**src/rtl/impulse_scheduler.sv**
```systemverilog
// Impulse sequence scheduler: timed start, periodic TX/BLANK gating and stepped frequency word.
// Define IMPULSE_SCHED_ABORT_EN to let SPI_WR outside IDLE abort and re-arm the sequence.
module impulse_scheduler (
  input  logic        clk,
  input  logic        rst,
  input  logic        clk_en,
  input  logic        SPI_WR,
  input  logic [63:0] SYS_TIME,
  input  logic [63:0] TIME_START,
  input  logic [15:0] N_impulse,
  input  logic [7:0]  TYPE_impulse,
  input  logic [31:0] Interval_Ti,
  input  logic [31:0] Interval_Tp,
  input  logic [31:0] Tblank1,
  input  logic [31:0] Tblank2,
  input  logic [47:0] FREQ,
  input  logic [47:0] FREQ_STEP,
  input  logic [31:0] FREQ_RATE,
  output logic        TX_EN,
  output logic        BLANK,
  output logic [47:0] FREQ_OUT,
  output logic        FREQ_UPD,
  output logic [7:0]  TYPE_OUT,
  output logic [15:0] IMP_CNT,
  output logic        BUSY,
  output logic        DONE,
  output logic        ERR_LATE,
  output logic        ERR_BUSY
);

  localparam logic [1:0] StIdle  = 2'd0;
  localparam logic [1:0] StArmed = 2'd1;
  localparam logic [1:0] StRun   = 2'd2;
  localparam logic [1:0] StFin   = 2'd3;

  logic [1:0]  state_q, state_d;
  logic [31:0] pc_q, pc_d;
  logic [31:0] rate_cnt_q, rate_cnt_d;
  logic [15:0] imp_q, imp_d;
  logic [47:0] freq_q, freq_d;
  logic        upd_q, upd_d;
  logic        late_q, late_d;
  logic        busy_err_q, busy_err_d;

  logic [63:0] ts_q;
  logic [15:0] n_q;
  logic [7:0]  type_q;
  logic [31:0] ti_q, tp_q, tb1_q, tb2_q, rate_q;
  logic [47:0] step_q;

  logic        load;
  logic [31:0] tp_eff, tb2_eff, rate_nxt;
  logic        period_end;

  always_comb begin
    tp_eff     = (tp_q == 32'd0) ? 32'd1 : tp_q;
    tb2_eff    = (tb2_q > tp_eff) ? tp_eff : tb2_q;
    period_end = (pc_q == tp_eff - 32'd1);
    rate_nxt   = rate_cnt_q + 32'd1;

    load       = 1'b0;
    state_d    = state_q;
    pc_d       = pc_q;
    rate_cnt_d = rate_cnt_q;
    imp_d      = imp_q;
    freq_d     = freq_q;
    upd_d      = 1'b0;
    late_d     = 1'b0;
    busy_err_d = 1'b0;

    if (clk_en) begin
      if (SPI_WR) begin
        if (state_q == StIdle) begin
          load = 1'b1;
        end else begin
`ifdef IMPULSE_SCHED_ABORT_EN
          load = 1'b1;
`else
          busy_err_d = 1'b1;
`endif
        end
      end

      if (load) begin
        state_d    = (N_impulse == 16'd0) ? StFin : StArmed;
        late_d     = (N_impulse != 16'd0) && (SYS_TIME > TIME_START);
        freq_d     = FREQ;
        imp_d      = 16'd0;
        pc_d       = 32'd0;
        rate_cnt_d = 32'd0;
      end else begin
        case (state_q)
          StArmed: begin
            if (SYS_TIME >= ts_q) begin
              state_d    = StRun;
              pc_d       = 32'd0;
              rate_cnt_d = 32'd0;
              imp_d      = imp_q + 16'd1;
            end
          end
          StRun: begin
            if (!period_end) begin
              pc_d = pc_q + 32'd1;
            end else if (imp_q == n_q) begin
              state_d = StFin;
            end else begin
              pc_d  = 32'd0;
              imp_d = imp_q + 16'd1;
              // rate_cnt counts impulses since the last step, so no divider is needed
              if (rate_q != 32'd0) begin
                if (rate_nxt == rate_q) begin
                  rate_cnt_d = 32'd0;
                  freq_d     = freq_q + step_q;
                  upd_d      = 1'b1;
                end else begin
                  rate_cnt_d = rate_nxt;
                end
              end
            end
          end
          StFin:   state_d = StIdle;
          default: state_d = state_q;
        endcase
      end
    end
  end

  always_ff @(posedge clk) begin
    if (rst) begin
      state_q    <= StIdle;
      pc_q       <= '0;
      rate_cnt_q <= '0;
      imp_q      <= '0;
      freq_q     <= '0;
      upd_q      <= 1'b0;
      late_q     <= 1'b0;
      busy_err_q <= 1'b0;
      ts_q       <= '0;
      n_q        <= '0;
      type_q     <= '0;
      ti_q       <= '0;
      tp_q       <= '0;
      tb1_q      <= '0;
      tb2_q      <= '0;
      rate_q     <= '0;
      step_q     <= '0;
    end else begin
      state_q    <= state_d;
      pc_q       <= pc_d;
      rate_cnt_q <= rate_cnt_d;
      imp_q      <= imp_d;
      freq_q     <= freq_d;
      upd_q      <= upd_d;
      late_q     <= late_d;
      busy_err_q <= busy_err_d;
      if (load) begin
        ts_q   <= TIME_START;
        n_q    <= N_impulse;
        type_q <= TYPE_impulse;
        ti_q   <= Interval_Ti;
        tp_q   <= Interval_Tp;
        tb1_q  <= Tblank1;
        tb2_q  <= Tblank2;
        rate_q <= FREQ_RATE;
        step_q <= FREQ_STEP;
      end
    end
  end

  // pc never reaches tp_eff, so pc < Ti already implies pc < min(Ti, tp_eff)
  assign TX_EN    = (state_q == StRun) && (pc_q < ti_q);
  assign BLANK    = (state_q == StRun) && ((pc_q < tb1_q) || (pc_q >= tp_eff - tb2_eff));
  assign FREQ_OUT = freq_q;
  assign TYPE_OUT = type_q;
  assign IMP_CNT  = imp_q;
  assign BUSY     = (state_q != StIdle);
  assign DONE     = (state_q == StFin) && clk_en && !load;
  assign FREQ_UPD = upd_q & clk_en;
  assign ERR_LATE = late_q & clk_en;
  assign ERR_BUSY = busy_err_q & clk_en;

endmodule

```
**config.mk**
```make
export PLATFORM = sky130hd
export DESIGN_NAME = impulse_scheduler
export DESIGN_NICKNAME = d
export VERILOG_FILES = /design/src/rtl/impulse_scheduler.sv
export SDC_FILE = /design/constraint.sdc
export NUM_CORES = 2
export LEC_CHECK = 0
export ABC_AREA = 1
export CAP_MARGIN = 20
export CORE_ASPECT_RATIO = 0.6
export CORE_MARGIN = 2
export CORE_UTILIZATION = 50
export CTS_CLUSTER_DIAMETER = 40
export DETAILED_ROUTE_END_ITERATION = 8
export HOLD_SLACK_MARGIN = 0.05
export PLACE_DENSITY = 0.85
export SYNTH_ARGS = -nofsm -noshare
export SYNTH_HDL_FRONTEND = slang
export SYNTH_SLANG_ARGS = --single-unit
```
**constraint.sdc**
```tcl
create_clock -name clk -period 6.7 [get_ports clk]
set_clock_uncertainty 0.15 [all_clocks]
set_input_delay 1.34 -clock clk [delete_from_list [all_inputs] [get_ports clk]]
set_output_delay 1.34 -clock clk [all_outputs]
set_load 0.1 [all_outputs]
```
==> results.json <==
{
  "max_cap_viol_count": 0,
  "io_buffers": 490,
  "dp_cells": 6251,
  "numCtsBuffers": 56,
  "path_clk_slew_ns": 0.06,
  "grt_antenna_before_repair": 7,
  "synth_adder_area_share": 0.133,
  "setup_ws_ns": -1.35,
  "cts_tree": "yes",
  "finalSetupViolations": 1,
  "worst-path-buf-inv": 6,
  "synth_top_family_by_area": "simple AND/OR/NAND/NOR gates",
  "fin_area_um2": 41500,
  "cp_slowest_cell": "fa_2",
  "hold_start": "tb1_q[6]$_SDFFE_PP0P_",
  "mostFrequentLayoutCells": "924 x nand2_1, 638 x nor2_1, 582 x inv_1",
  "netlist_instances": 4892,
  "relSlewSlack": 0.204,
  "cp.arrival_ns": 6.56,
  "grt_pass1_vias": 32313,
  "final_common_cell": "nand2_1",
  "violations": "DRC, setup timing",
  "finalSetupTns_ns": -1.35,
  "die_h_um": 200,
  "cp-start-kind": "flip-flop",
  "gp_congestion": 1.06,
  "report.final.slew_viol_count": 0,
  "synth_area_um2": 31900,
  "first_pass_iters": 8,
  "critPathKind": "flip-flop to output pin",
  "hp-class": "flip-flop to flip-flop",
  "vias_per_cell": 5.65,
  "cp-end-kind": "output pin",
  "htreeDepth": 2,
  "cp_top_family": "simple AND/OR/NAND/NOR gates",
  "finalPower_mw": 12.7,
  "grt_util_all_layers": 0.364,
  "grt_pass1_wl_um": 186000,
  "root_buffer": "clkbuf_16",
  "synth_fp_nets": 5642,
  "peakVddDrop_uv": 243,
  "routedWlPerCell_um": 19.6,
  "fillCellCount": 5637,
  "hold_viol": 0,
  "drt_iter0_drc": 4382,
  "slowest_delay_ns": 0.38,
  "period_needed_ns": 8.05,
  "wirelength_um": 125000,
  "synth_compound_area_frac": 0.178,
  "r2r_start": "tp_q[27]$_SDFFE_PP0P_",
  "cts.sinks": 429,
  "drc_errors": 13,
  "synthSimpleGateAreaFrac": 0.274,
  "clock_latency_ns": 0.64,
  "clock_path_buffers": 3,
  "nets": 6237,
  "cp_max_fo": 5,
  "cp.required_ns": 5.21,
  "core_area_um2": 62900,
  "ys_ff_latch": 429,
  "place_area_um2": 38900,
  "p_leak_nw": 18.6,
  "start_util": 0.507,
  "dp_hpwl_um": 95700,
  "synth_area_per_cell_um2": 6.52,
  "gr-total-overflow": 0,
  "ys_async_sr_fraction": 0,
  "worst_pin_slew_ns": 1.19,
  "dr_total_vias": 36034,
  "yosysSeqAreaShare": 0.269,
  "ys.flop_type": "dfxtp_1",
  "status": "finished, violations left",
  "synth_mux_area_frac": 0.000353,
  "clock.fmax_ghz": 0.124,
  "rsz0062_at_grt": "yes",
  "final_core_util": 0.660,
  "worstSetupStartpoint": "tp_q[27]$_SDFFE_PP0P_",
  "die-area_um2": 65900,
  "finalCritPeriodShare": 1.20,
  "power.density_nw_per_um2": 306,
  "ff_latch_area_um2": 8600,
  "antenna_left": 0,
  "drive_above_1_share": 0.0915,
  "area_delta_synth_final_pct": 30.1,
  "synth_edf_count": 0,
  "yosys_warnings": 0,
  "multi_input_area_um2": 20600,
  "die_width_um": 330,
  "grt_max_degree": 226,
  "ios": 491,
  "synth_xor_area_frac": 0.0467,
  "stdcell_count": 6378,
  "ys_types": 52,
  "fp-row-count": 71
}
-- where the power goes --
group	internal (mW)	switching, mW	leakage (nW)
Clock	1.90	1.34	0.953
Combinational	2.51	3.75	14.2
Sequential	2.91	0.278	3.51
-- tightest hold or removal path: cells and delay by family (launching register included) --
| family | cells | cell delay [ns] |
|---|---|---|
| flip-flops | 1 | 0.29 |
| buffers and inverters | 1 | 0.06 |
| AO/OA/AOI/OAI | 1 | 0.05 |
-- cell families after synthesis --
| family | count (synthesis) |
|---|---|
| XOR/XNOR | 167 |
| multiplexers | 1 |
| AO/OA/AOI/OAI | 1079 |
| buffers and inverters | 812 |
| adder cells (fa/ha/maj) | 338 |
| AND/OR/NAND/NOR | 2066 |
| flip-flops | 429 |
-- stage by stage --
stage	hold slack [ns]	setup slack (ns)
floorplan	0.283	-0.159
global placement	0.296	-0.815
detailed placement	0.304	-0.842
CTS	0.312	-1.30
global route	0.334	-1.58
finish	0.306	-1.35
-- what timing repair did --
action | 4_1_cts | 5_1_grt
setup endpoints to repair | 1 | 1
hold buffers | 0 | 0
gates resized for setup | 20 | 87
cloned | 0 | 3
buffers inserted | 3 | 11
pin swaps | 8 | 57
-- cell usage after synthesis (all sizes together), types with 2 or more instances --
library cell,count,area (µm²)
and3,6,37.5
nor3,62,320
o221ai,4,35.0
o221a,4,45.0
a31oi,24,150
clkbuf,177,664
nor3b,4,30.0
nor2,671,2560
fa,2,40.0
nor4,36,225
dfxtp,429,8590
a21boi,2,15.0
or2,11,68.8
inv,594,2230
o2111ai,6,52.6
o211ai,20,150
nand4,135,845
o21a,14,105
nand2,943,3560
nor4b,4,35.0
and2,4,25.0
buf,35,246
o21bai,5,37.5
ha,336,4200
o21ai,440,2200
a211oi,14,105
xnor2,47,412
a21oi,529,2650
nand3,178,936
xnor3,2,45.0
clkinv,6,22.5
a21o,9,67.6
xor2,118,1030
nand3b,12,90.1
o31ai,4,30.0
-- final cells by class --
type                    count  share of cell area
diodes                      7            0.000422
clock buffers              66              0.0361
clock inverters            37              0.0113
inverters                 600              0.0546
multi-input cells        3651               0.496
flip-flops and latches    429               0.207
well taps                 839              0.0253
repair buffers            749               0.169
-- registers in the layout (all words and copies together) (netlist names) --
name,cells
upd_q,1
TYPE_OUT,8
n_q,16
tb2_q,32
pc_q,32
IMP_CNT,16
tb1_q,32
late_q,1
busy_err_q,1
FREQ_OUT,48
tp_q,32
rate_q,32
step_q,48
ts_q,64
ti_q,32
rate_cnt_q,32
state_q,2
-- final timing paths --
check / slack, ns / endpoint / depth (start not counted)
max: -1.35 / BLANK / 39
min: 0.31 / tb1_q[6]$_SDFFE_PP0P_ / 2
max reg2reg: 1.29 / FREQ_OUT[7]$_SDFFE_PP0P_ / 23
min reg2reg: 0.31 / tb1_q[6]$_SDFFE_PP0P_ / 2
-- routing by layer --
metal / track usage / wire (µm)
met1: 0.553 / 57500
met2: 0.493 / 48300
met3: 0.100 / 16500
met4: 0.0913 / 2970
met5: 0 / 0
Power figures use the tool's default switching activity.
